$ cat src/rtl/multi_design_mux.sv
// N-way IO pad mux: routes one design to the Caravel pads, with a drain interval on every switch.
// Optional MUX_SEL_LOCK_EN adds sel_lock/lock_drop to ignore strobes while a design is active.
module multi_design_mux #(
  parameter int unsigned N_DESIGNS    = 4,
  parameter int unsigned SEL_W        = 4,
  parameter int unsigned IO_W         = 38,
  parameter int unsigned GUARD_CYCLES = 8
) (
  input  logic                      wb_clk_i,
  input  logic                      wb_rst_n,
  input  logic [SEL_W-1:0]          sel_id,
  input  logic                      sel_clk,
`ifdef MUX_SEL_LOCK_EN
  input  logic                      sel_lock,
  output logic                      lock_drop,
`endif
  input  logic [IO_W-1:0]           io_in,
  output logic [IO_W-1:0]           io_out,
  output logic [IO_W-1:0]           io_oeb,
  input  logic [N_DESIGNS*IO_W-1:0] dsn_out,
  input  logic [N_DESIGNS*IO_W-1:0] dsn_oeb,
  output logic [N_DESIGNS*IO_W-1:0] dsn_io_in,
  output logic [N_DESIGNS-1:0]      dsn_rst_n,
  output logic [SEL_W-1:0]          active_id,
  output logic                      active_valid,
  output logic                      busy
);

  localparam int unsigned CNT_W = $clog2(GUARD_CYCLES);

  localparam logic [1:0] ST_NONE   = 2'd0;
  localparam logic [1:0] ST_DRAIN  = 2'd1;
  localparam logic [1:0] ST_ACTIVE = 2'd2;

  logic [1:0]                state, state_nx;
  logic [CNT_W-1:0]          cnt, cnt_nx;
  logic [SEL_W-1:0]          req_id, req_nx, id_nx;
  logic                      sync1, sync2, sync3;
  logic                      strobe, locked, take, route;
  logic [IO_W-1:0]           sel_out, sel_oeb;
  logic [N_DESIGNS*IO_W-1:0] io_fan;

  assign strobe = sync2 & ~sync3;

`ifdef MUX_SEL_LOCK_EN
  assign locked = sel_lock && (state == ST_ACTIVE);
`else
  assign locked = 1'b0;
`endif

  assign take = strobe & ~locked;

  always_comb begin
    state_nx = state;
    cnt_nx   = cnt;
    req_nx   = req_id;
    id_nx    = active_id;
    if (take) begin
      state_nx = ST_DRAIN;
      cnt_nx   = CNT_W'(GUARD_CYCLES - 1);
      req_nx   = sel_id;
    end else if (state == ST_DRAIN) begin
      if (cnt == '0) begin
        if (req_id < SEL_W'(N_DESIGNS)) begin
          state_nx = ST_ACTIVE;
          id_nx    = req_id;
        end else begin
          state_nx = ST_NONE;
          id_nx    = '0;
        end
      end else begin
        cnt_nx = cnt - 1'b1;
      end
    end
  end

  // Route only when ACTIVE now and staying ACTIVE: pads go safe on the first DRAIN
  // cycle and the first routed value lands one cycle after ACTIVE is entered.
  assign route = (state == ST_ACTIVE) && (state_nx == ST_ACTIVE);

  always_comb begin
    sel_out   = '0;
    sel_oeb   = '1;
    io_fan    = '0;
    dsn_rst_n = '0;
    for (int unsigned k = 0; k < N_DESIGNS; k++) begin
      if (active_id == SEL_W'(k)) begin
        sel_out                 = dsn_out[k*IO_W +: IO_W];
        sel_oeb                 = dsn_oeb[k*IO_W +: IO_W];
        io_fan[k*IO_W +: IO_W]  = io_in;
        dsn_rst_n[k]            = (state == ST_ACTIVE);
      end
    end
  end

  always_ff @(posedge wb_clk_i) begin
    if (!wb_rst_n) begin
      state     <= ST_NONE;
      cnt       <= '0;
      req_id    <= '0;
      active_id <= '0;
      sync1     <= 1'b0;
      sync2     <= 1'b0;
      sync3     <= 1'b0;
      io_out    <= '0;
      io_oeb    <= '1;
      dsn_io_in <= '0;
    end else begin
      state     <= state_nx;
      cnt       <= cnt_nx;
      req_id    <= req_nx;
      active_id <= id_nx;
      sync1     <= sel_clk;
      sync2     <= sync1;
      sync3     <= sync2;
      if (route) begin
        io_out    <= sel_out;
        io_oeb    <= sel_oeb;
        dsn_io_in <= io_fan;
      end else begin
        io_out    <= '0;
        io_oeb    <= '1;
        dsn_io_in <= '0;
      end
    end
  end

`ifdef MUX_SEL_LOCK_EN
  always_ff @(posedge wb_clk_i) begin
    if (!wb_rst_n) lock_drop <= 1'b0;
    else           lock_drop <= strobe & locked;
  end
`endif

  assign active_valid = (state == ST_ACTIVE);
  assign busy         = (state == ST_DRAIN);

endmodule

$ cat config.mk
export PLATFORM = sky130hd
export DESIGN_NAME = multi_design_mux
export DESIGN_NICKNAME = d
export VERILOG_FILES = /design/src/rtl/multi_design_mux.sv
export SDC_FILE = /design/constraint.sdc
export NUM_CORES = 1
export LEC_CHECK = 0
export ABC_AREA = 1
export BUFFER_PORTS_ARGS = -buffer_cell sky130_fd_sc_hd__buf_2
export CELL_PAD_IN_SITES_DETAIL_PLACEMENT = 0
export CELL_PAD_IN_SITES_GLOBAL_PLACEMENT = 1
export CORE_AREA = 2 2 227 229
export CTS_BUF_LIST = sky130_fd_sc_hd__clkbuf_4
export CTS_CLUSTER_DIAMETER = 40
export CTS_CLUSTER_SIZE = 20
export DETAILED_ROUTE_END_ITERATION = 12
export DIE_AREA = 0 0 229 231
export GPL_TIMING_DRIVEN = 0
export PLACE_DENSITY_LB_ADDON = 0.1
export SYNTH_ARGS = -nofsm -noshare
export SYNTH_HDL_FRONTEND = slang
export SYNTH_SLANG_ARGS = --single-unit
$ cat constraint.sdc
create_clock -name wb_clk_i -period 2.57 [get_ports wb_clk_i]
set_input_delay 0.257 -clock wb_clk_i [delete_from_list [all_inputs] [get_ports wb_clk_i]]
set_output_delay 0.257 -clock wb_clk_i [all_outputs]
set_load 0.1 [all_outputs]
==> flow_metrics.env, run 1 <==
export IMPL_status="finished clean"
export IMPL_yosysSeqAreaShare=0.539
export IMPL_peakVddDrop_uv=372
export IMPL_worst_pin_slew_ps=746
export IMPL_die_w_um=229
export IMPL_antenna_found_initial=11
export IMPL_report_final_slew_viol_count=0
export IMPL_gr_total_overflow=0
export IMPL_maxCapViolations=0
export IMPL_die_h_um=231
export IMPL_slew_headroom=0.503
export IMPL_setup_viol=0
export IMPL_finalHoldViolations=0
export IMPL_drc=0
export IMPL_drive_above_1_share=0.327
export IMPL_cts_tree="built"
export IMPL_io_pins=587
export IMPL_cts_made_buffers=53
export IMPL_avgSynthCellArea_sq_um=7.23
export IMPL_hp_class="in -> reg"
export IMPL_post_drt_wl_per_cell_um=16.1
export IMPL_die_area_sq_um=52900
export IMPL_wl_mm=47.5
export IMPL_drt_pass1_iterations=5
export IMPL_min_period_over_period=0.942
export IMPL_hp_start="io_in[18]"
export IMPL_ys_warn_count=0
export IMPL_dp_hpwl_mm=36.7
export IMPL_placementRows=83
export IMPL_endpoint_kind="flip-flop"
export IMPL_synth_nets=1606
export IMPL_drt_iter0_markers=357
export IMPL_skew_ps=54.4
export IMPL_final_nets=2569
export IMPL_start_util=0.179
export IMPL_ctsHtreeMaxLevel=2
export IMPL_clk_path_buf_depth=3
export IMPL_clkTransAtPathRegs_ps=110
export IMPL_finalSetupTns_ps=0
export IMPL_critPathMaxFanout=10
export IMPL_track_usage=0.175
export IMPL_max_freq_mhz=413
export IMPL_vias=11400
export IMPL_holdWs_ps=246
export IMPL_p_leak_uw=0.00907
export IMPL_worstPathArrival_ps=3140
export IMPL_cts_sinks=244
export IMPL_netlist_area_sq_um=9070
export IMPL_fillers=5699
export IMPL_clock_latency_ps=800
export IMPL_synth_cells=1255
export IMPL_core_area_sq_um=50700
export IMPL_routed_via_density=3.86
export IMPL_ys_types=18
export IMPL_r2r_start="active_id[1]$_SDFFE_PN0P_"
export IMPL_yosys_register_bits=244
export IMPL_gp_congestion=0.795
export IMPL_setup_worst_path_start_class="flip-flop"
export IMPL_synthToLayoutAreaGrowth_pct=89.0
export IMPL_crit_type="reg -> reg"
export IMPL_cellPowerDensity_nw_per_um2=543
export IMPL_grt_setup_unrepaired="no"
export IMPL_grt_pass1_wl_mm=70.4
export IMPL_ant_nets=0
export IMPL_post_route_min_period_ps=2420
export IMPL_grt_max_degree=18
export IMPL_cts_root_buf="clkbuf_4"
export IMPL_required_ps=3280
export IMPL_grt_pass1_vias=11900
export IMPL_place_port_buffers=586
export IMPL_cp_startpoint="active_id[1]$_SDFFE_PN0P_"
logic make-up after synthesis:
group | after synthesis | synth area share
compound gates | 49 | 0.0375
fa+ha+maj | 2 | 0.00276
buf+inv | 232 | 0.100
flops | 244 | 0.539
simple gates | 728 | 0.321
cell usage after synthesis:
library cell | count | area (sq um)
inv_1 | 161 | 604
dfxtp_1 | 244 | 4880
nor3_1 | 1 | 5.00
nand2_2 | 1 | 6.26
nor2_4 | 1 | 11.3
o211ai_1 | 38 | 285
inv_2 | 3 | 11.3
o21ai_0 | 7 | 35.0
clkbuf_1 | 36 | 135
nor2_1 | 349 | 1310
a21oi_1 | 4 | 20.0
nand3_1 | 120 | 601
nor3_4 | 1 | 16.3
buf_1 | 3 | 11.3
buf_2 | 29 | 145
nand2_1 | 254 | 953
nand3b_1 | 1 | 7.51
ha_1 | 2 | 25.0
cell usage in the layout (no fill, tap or decap), drive strengths merged:
cell type | synthesis | final
o21ai | 7 | 7
dlygate4sd3 | 0 | 319
clkbuf | 36 | 94
nor2 | 350 | 350
buf | 32 | 620
nor3 | 2 | 2
bufinv | 0 | 10
nand3 | 120 | 120
o211ai | 38 | 38
nand3b | 1 | 1
ha | 2 | 2
nand2 | 255 | 255
diode | 0 | 6
inv | 164 | 172
clkinv | 0 | 17
clkinvlp | 0 | 7
a21oi | 4 | 4
dfxtp | 244 | 244
per-stage QoR:
step / utilization / total power, uW / cell area (sq um) / instances / setup slack, ps
after floorplan: - / 4400 / 9090 / 1255 / -3.23
after global placement: 0.254 / 4820 / 12900 / 2521 / -461
after detailed placement: 0.254 / 4820 / 12900 / 2521 / -453
after CTS: 0.337 / 9510 / 17100 / 2941 / 16.5
after global routing: 0.338 / 9800 / 17100 / 2948 / 8.05
final: 0.338 / 9300 / 17100 / 2948 / 148
report_power, final:
group          internal, uW  switching [uW]
logic                   690             651
clock network          2210            1940
registers              3810            11.9
area by class of cell:
cell class,count,area [sq um],area share
clock buffers,57,428,0.0250
flip-flops and latches,244,4890,0.285
plain buffers,67,309,0.0180
well taps,680,851,0.0496
repair buffers,909,6190,0.361
inverters,164,616,0.0359
multi-input cells,779,3320,0.194
clock inverters,42,520,0.0304
diodes,6,15.0,0.000876
registers in the layout, indices dropped and copies added, names as in the netlist:
signal,flops
dsn_io_in,152
cnt,3
sync3,1
io_oeb,38
io_out,38
state,2
sync2,1
req_id,4
active_id,4
sync1,1
repair_timing:
action,in CTS,in global routing
endpoints found under the hold margin,244,0
gates resized for setup,20,11
pin swaps,3,1
buffers inserted,3,1
hold buffers,319,0
endpoints found under the setup margin,24,34
critical path, cell delays in order (launching register included):
cell	delay, ps
dfxtp_2	400
inv_1	100
nor2_4	140
buf_4	220
clkbuf_1	490
nand3_1	220
nand2_1	110
dlygate4sd3_1	560
nor2_1	50
nor2_1	70
metal layers:
metal	track usage	wire, um	vias to the layer above
met4	0.0617	1280	8
met2	0.309	23500	389
met3	0.0497	3290	84
met1	0.201	19300	5153
li1	-	-	5745
met5	0	48	-
path summary, 6_finish.rpt:
| kind | endpoint | slack [ps] | cells after the start |
|---|---|---|---|
| setup / recovery | io_out[25]$_SDFF_PN0_ | 150 | 9 |
| hold / removal | dsn_io_in[56]$_SDFF_PN0_ | 250 | 4 |
| setup reg to reg | io_out[25]$_SDFF_PN0_ | 150 | 9 |
| hold reg to reg | sync3$_SDFF_PN0_ | 430 | 2 |
No activity file was read; power rests on OpenSTA's default activity.
==> run 2, diff against run 1 <==
ABC_AREA = not set   (was 1)
CORE_AREA = 2 2 228 230   (was 2 2 227 229)
DIE_AREA = 0 0 230 232   (was 0 0 229 231)
==> run 2 against run 1 <==
Effect of this change: clock power is 11% lower; setup slack worse by 3.3 ps; maximum frequency is 0.14% lower; clock skew is 18 ps higher; synthesized cell count is 34% lower; critical endpoint is now io_oeb[17]$_SDFF_PN1_.
==> flow_metrics.env, run 2 <==
export IMPL_ys_warn_count=0
export IMPL_clock_latency_ps=760
export IMPL_yosys_register_bits=244
export IMPL_routed_via_density=3.87
export IMPL_place_ws_ps=-161
export IMPL_drc=0
export IMPL_ff2ff_path_depth=5
export IMPL_hold_path_endpoint="dsn_io_in[34]$_SDFF_PN0_"
export IMPL_r2r_start="active_id[1]$_SDFFE_PN0P_"
export IMPL_start_util=0.170
export IMPL_min_period_over_period=0.944
export IMPL_setup_viol=0
export IMPL_cts_root_buf="clkbuf_4"
export IMPL_skew_ps=72.1
export IMPL_die_h_um=232
export IMPL_netlist_area_sq_um=8650
export IMPL_drive_above_1_share=0.429
export IMPL_p_sw_uw=2240
export IMPL_holdWs_ps=309
export IMPL_path_cells="buf_6 -> clkbuf_1 -> mux4_2 -> dlygate4sd3_1 -> or2_2"
export IMPL_slew_headroom=0.496
export IMPL_place_port_buffers=586
export IMPL_swShare=0.262
export IMPL_wl_mm=44.1
export IMPL_avgSynthCellArea_sq_um=10.5
export IMPL_slowest_delay_ps=590
export IMPL_seqPwrFrac=0.446
export IMPL_maxCapViolations=0
export IMPL_track_usage=0.162
export IMPL_ys_async_sr_fraction=0
export IMPL_largest_register="dsn_io_in"
export IMPL_cts_tree="built"
export IMPL_gp_congestion=0.832
export IMPL_status="finished clean"
export IMPL_die_area_sq_um=53400
export IMPL_setup_worst_path_start_class="flip-flop"
export IMPL_synth_edf_count=0
export IMPL_worst_pin_slew_ps=756
export IMPL_p_total_uw=8540
export IMPL_finalHoldViolations=0
export IMPL_yosysTopAreaCell="dfxtp_1"
export IMPL_r2r_slack_ps=150
export IMPL_p_int_uw=6310
export IMPL_synth_nets=1174
export IMPL_required_ps=3230
export IMPL_largest_reg_flops=152
export IMPL_endpoint_kind="flip-flop"
export IMPL_peakVddDrop_uv=230
export IMPL_ctsHtreeMaxLevel=2
export IMPL_reg2reg_to="io_oeb[17]$_SDFF_PN1_"
export IMPL_clk_path_buf_depth=3
export IMPL_worstPathArrival_ps=3090
export IMPL_synth_area_leaders="dfxtp_1 (56%), mux4_2 (10%), nor2_1 (7.5%)"
export IMPL_antenna_found_initial=10
export IMPL_grt_pass1_vias=10600
export IMPL_synth_most_common_cell="dfxtp_1"
export IMPL_post_route_min_period_ps=2420
export IMPL_hp_start="io_in[34]"
export IMPL_grt_max_degree=20
export IMPL_cp_slowest_cell="dlygate4sd3_1"
export IMPL_synth_top_area_frac=0.564
export IMPL_dp_hpwl_mm=34.4
export IMPL_p_leak_uw=0.00732
export IMPL_grt_pass1_wl_mm=64.5
export IMPL_io_pins=587
export IMPL_gr_total_overflow=0
export IMPL_ys_types=30
export IMPL_ant_nets=0
export IMPL_synth_commonest_cells="dfxtp_1 (244), nor2_1 (174), nand2_1 (61), mux4_2 (40), mux2i_1 (38)"
export IMPL_comb_power_share=0.122
export IMPL_vias=9608
export IMPL_crit_type="reg -> reg"
export IMPL_synth_main_ff_cell="dfxtp_1"
export IMPL_cts_made_buffers=49
export IMPL_hp_class="in -> reg"
export IMPL_final_nets=2109
export IMPL_yosysSeqAreaShare=0.564
export IMPL_reg_top3="dsn_io_in x152, io_oeb x38, io_out x38"
export IMPL_clockPowerShare=0.432
export IMPL_placementRows=83
export IMPL_cellPowerDensity_nw_per_um2=519
export IMPL_core_area_sq_um=50900
export IMPL_drt_pass1_iterations=4
export IMPL_cts_sinks=244
export IMPL_report_final_slew_viol_count=0
export IMPL_critPathMaxFanout=10
export IMPL_drt_iter0_markers=221
export IMPL_clkTransAtPathRegs_ps=100
export IMPL_final_cell_mix="buf_2 (604), dlygate4sd3_1 (299), dfxtp_1 (240)"
export IMPL_synth_cells=823
export IMPL_setup_slack_ps=145
export IMPL_layout_commonest_cell="buf_2"
export IMPL_synthToLayoutAreaGrowth_pct=90.2
export IMPL_hold_path_depth=4
export IMPL_post_drt_wl_per_cell_um=17.8
export IMPL_die_w_um=230
export IMPL_max_freq_mhz=412
-- run 2: changes by cell type in the layout (fill, tap and decap cells not counted), moves of 22 or more --
cell | previous run | this run
inv_1 | 161 | 22
mux2i_1 | 0 | 38
mux4_2 | 0 | 40
nand2b_1 | 0 | 22
nand3_1 | 120 | 5
or2_1 | 0 | 36
nand2_1 | 253 | 60
nor2_1 | 342 | 171
o211ai_1 | 38 | 0
-- run 2: worst max path at each step --
stage / from / endpoint / slack (ps) / depth (start not counted)
floorplan: active_id[1]$_SDFFE_PN0P_ / dsn_rst_n[1] / -150 / 4
global placement: active_id[2]$_SDFFE_PN0P_ / dsn_rst_n[3] / -150 / 5
detailed placement: active_id[2]$_SDFFE_PN0P_ / dsn_rst_n[3] / -160 / 5
CTS: active_id[2]$_SDFFE_PN0P_ / dsn_rst_n[3] / -30 / 5
global route: state[1]$_SDFF_PN0_ / dsn_rst_n[0] / -6 / 6
finish: active_id[1]$_SDFFE_PN0P_ / io_oeb[17]$_SDFF_PN1_ / 150 / 5
-- run 2: power by group through the flow --
stage	sequential (uW)	combinational (uW)	clock [uW]
floorplan	4030	198	0
global placement	3900	673	0
detailed placement	3900	676	0
CTS	3810	1050	3890
global route	3820	1120	4040
finish	3810	1040	3690
-- run 2: layout make-up --
class	count	area, sq um
fill	5475	34400
sequential	244	4890
antenna	6	15.0
clock buffer	52	390
inverter	22	82.6
timing repair buffer	887	6000
buffer	58	370
clock inverter	37	430
tap	680	851
multi-input combinational	496	3430
-- run 2: kinds of logic after synthesis --
group | count (synthesis) | share of synthesized area
buffers and inverters | 83 | 0.0467
xor gates and xnor gates | 2 | 0.00202
DFF | 244 | 0.564
AOI/OAI and AO/OA | 83 | 0.0649
adders and majority gates | 2 | 0.00289
muxes | 78 | 0.148
and+or+nand+nor | 331 | 0.171
-- run 2: critical path: cells and delay by family (launching register included) --
| family | cells | cell delay [ps] |
|---|---|---|
| buffers and inverters | 3 | 1330 |
| DFF | 1 | 350 |
| muxes | 1 | 420 |
| and+or+nand+nor | 1 | 270 |
-- run 2: per-layer routing --
| metal | GRT usage | wire [um] | vias up | share of wire |
|---|---|---|---|---|
| met5 | 0.00643 | 92 | - | 0.0021 |
| met4 | 0.0681 | 1420 | 10 | 0.032 |
| met3 | 0.0537 | 3620 | 96 | 0.082 |
| met2 | 0.284 | 21500 | 408 | 0.49 |
| met1 | 0.177 | 17400 | 4443 | 0.40 |
| li1 | - | - | 4651 | - |
-- run 2: timing repair --
action | CTS | global route
gates resized for setup | 35 | 8
hold buffers | 299 | 0
setup endpoints to repair | 5 | 17
hold endpoints to repair | 241 | 0
setup buffers | 2 | 0
pin swaps | 0 | 1
-- run 2: metrics by stage --
step / util / setup TNS (ps) / cell area (sq um) / std cells
2_1_floorplan: - / -151 / 8690 / 823
3_3_place_gp: 0.245 / -390 / 12500 / 2089
3_5_place_dp: 0.245 / -467 / 12500 / 2089
4_1_cts: 0.323 / -31.9 / 16400 / 2477
5_1_grt: 0.324 / -5.80 / 16500 / 2482
6_report: 0.324 / 0 / 16500 / 2482
==> run 3, diff against run 2 <==
PLACE_DENSITY = 0.53   (was not set)
PLACE_DENSITY_LB_ADDON = not set   (was 0.1)
==> run 3 against run 2 <==
Effect of this change: clock power is 5% lower; die area unchanged; wire length down 3.6%; cell count shrank 1.7%; sequential cell count unchanged; non-clock buffer count is 34 lower; sequential power about the same; combinational power about the same; via count down 1.2%; core utilization down 0.73 points; register-to-register slack hardly changed; global-route usage shrank 0.67 points.
==> flow_metrics.env, run 3 (synthesized netlist as in run 2, its figures left out) <==
export IMPL_die_area_sq_um=53400
export IMPL_cellPowerDensity_nw_per_um2=518
export IMPL_largest_register="dsn_io_in"
export IMPL_gp_congestion=0.885
export IMPL_cts_sinks=244
export IMPL_post_drt_wl_per_cell_um=17.4
export IMPL_start_util=0.170
export IMPL_fin_cells=2441
export IMPL_post_route_min_period_ps=2430
export IMPL_final_nets=2072
export IMPL_hp_start="io_in[32]"
export IMPL_min_period_over_period=0.945
export IMPL_r2r_start="active_id[0]$_SDFFE_PN0P_"
export IMPL_maxCapViolations=0
export IMPL_cp_slowest_cell="dlygate4sd3_1"
export IMPL_largest_reg_flops=152
export IMPL_wl_mm=42.5
export IMPL_io_pins=587
export IMPL_hp_class="in -> reg"
export IMPL_status="finished clean"
export IMPL_drc=0
export IMPL_cts_root_buf="clkbuf_4"
export IMPL_place_port_buffers=586
export IMPL_skew_ps=70.9
export IMPL_vias=9491
export IMPL_routed_via_density=3.89
export IMPL_setup_viol=0
export IMPL_required_ps=3180
export IMPL_report_final_slew_viol_count=0
export IMPL_setup_worst_path_start_class="flip-flop"
export IMPL_path_cells="buf_8 -> buf_6 -> mux4_2 -> dlygate4sd3_1 -> or2_1"
export IMPL_critPathMaxFanout=19
export IMPL_ctsHtreeMaxLevel=2
export IMPL_final_cell_mix="buf_2 (602), dlygate4sd3_1 (263), dfxtp_1 (239)"
export IMPL_peakVddDrop_uv=469
export IMPL_gr_total_overflow=0
export IMPL_placementRows=83
export IMPL_track_usage=0.155
export IMPL_die_h_um=232
export IMPL_crit_type="reg -> reg"
export IMPL_holdWs_ps=311
export IMPL_grt_setup_unrepaired="no"
export IMPL_p_total_uw=8340
export IMPL_core_area_sq_um=50900
export IMPL_placed_cells=2089
export IMPL_ant_nets=0
export IMPL_grt_pass1_vias=10200
export IMPL_p_leak_uw=0.00719
export IMPL_drive_above_1_share=0.441
export IMPL_reg_top3="dsn_io_in x152, io_oeb x38, io_out x38"
export IMPL_die_w_um=230
export IMPL_drt_pass1_iterations=4
export IMPL_layout_commonest_cell="buf_2"
export IMPL_finalHoldViolations=0
export IMPL_endpoint_kind="flip-flop"
export IMPL_slowest_delay_ps=570
export IMPL_slew_headroom=0.505
export IMPL_dp_hpwl_mm=33.7
export IMPL_clkTransAtPathRegs_ps=140
export IMPL_worst_pin_slew_ps=743
export IMPL_cts_made_buffers=46
export IMPL_drt_iter0_markers=216
export IMPL_synthToLayoutAreaGrowth_pct=85.9
export IMPL_clk_path_buf_depth=3
export IMPL_grt_max_degree=20
export IMPL_antenna_found_initial=8
export IMPL_cp_startpoint="active_id[0]$_SDFFE_PN0P_"
export IMPL_max_freq_mhz=412
export IMPL_finalCoreUtilization=0.316
export IMPL_worstPathArrival_ps=3030
export IMPL_finalSetupTns_ps=0
export IMPL_cts_tree="built"
export IMPL_clock_latency_ps=750
export IMPL_grt_pass1_wl_mm=61.5
[run 3: changes by cell type in the layout (fill, tap and decap cells not counted), sizes merged]
cell,previous run,this run
clkinv,15,18
clkinvlp,8,4
buf,626,625
bufinv,8,5
diode,6,5
clkbuf,72,71
inv,28,30
dlygate4sd3,299,263
[run 3: path summary, 6_finish.rpt]
path / slack [ps] / depth (start not counted) / endpoint
setup / recovery: 140 / 5 / io_oeb[1]$_SDFF_PN1_
hold / removal: 310 / 4 / dsn_io_in[32]$_SDFF_PN0_
setup reg to reg: 140 / 5 / io_oeb[1]$_SDFF_PN1_
hold reg to reg: 440 / 1 / sync2$_SDFF_PN0_
[run 3: layout make-up]
| type | count | area [sq um] |
|---|---|---|
| Buffer | 59 | 395 |
| Clock buffer | 48 | 360 |
| Timing Repair Buffer | 852 | 5630 |
| Tap cell | 680 | 851 |
| Clock inverter | 35 | 447 |
| Antenna cell | 5 | 12.5 |
| Fill cell | 5451 | 34800 |
| Multi-Input combinational cell | 496 | 3420 |
| Inverter | 22 | 82.6 |
| Sequential cell | 244 | 4890 |
[run 3: per-stage QoR]
step,area [sq um],setup slack (ps)
4_1_cts,16000,2.85
3_3_place_gp,12500,-643
3_5_place_dp,12500,-659
2_1_floorplan,8690,-151
6_report,16100,142
5_1_grt,16100,20.1
[run 3: repair_timing]
| item | in CTS | in global routing |
|---|---|---|
| hold buffers | 263 | 0 |
| pin swaps | 1 | 0 |
| cloned | 0 | 0 |
| hold endpoints to repair | 243 | 0 |
| endpoints found under the setup margin | 14 | 51 |
| buffers inserted | 3 | 0 |
| resized for setup | 36 | 16 |
[run 3: routing by layer]
layer,vias to the layer above,share of wire,GRT usage
met5,-,0.00056,0
met3,92,0.081,0.0451
li1,4560,-,-
met4,4,0.045,0.0808
met2,460,0.49,0.272
met1,4375,0.39,0.169
[run 3: critical path, delay by kind of cell, from the launching register on]
kind	cells	cell delay, ps
flip-flops	1	440
multiplexers	1	520
buffers and inverters	3	1090
AND/OR/NAND/NOR	1	200
[run 3: report_power, final]
part	switching, uW	internal [uW]
clock network	1910	1610
logic	428	577
registers	8.77	3800
total	2350	5990
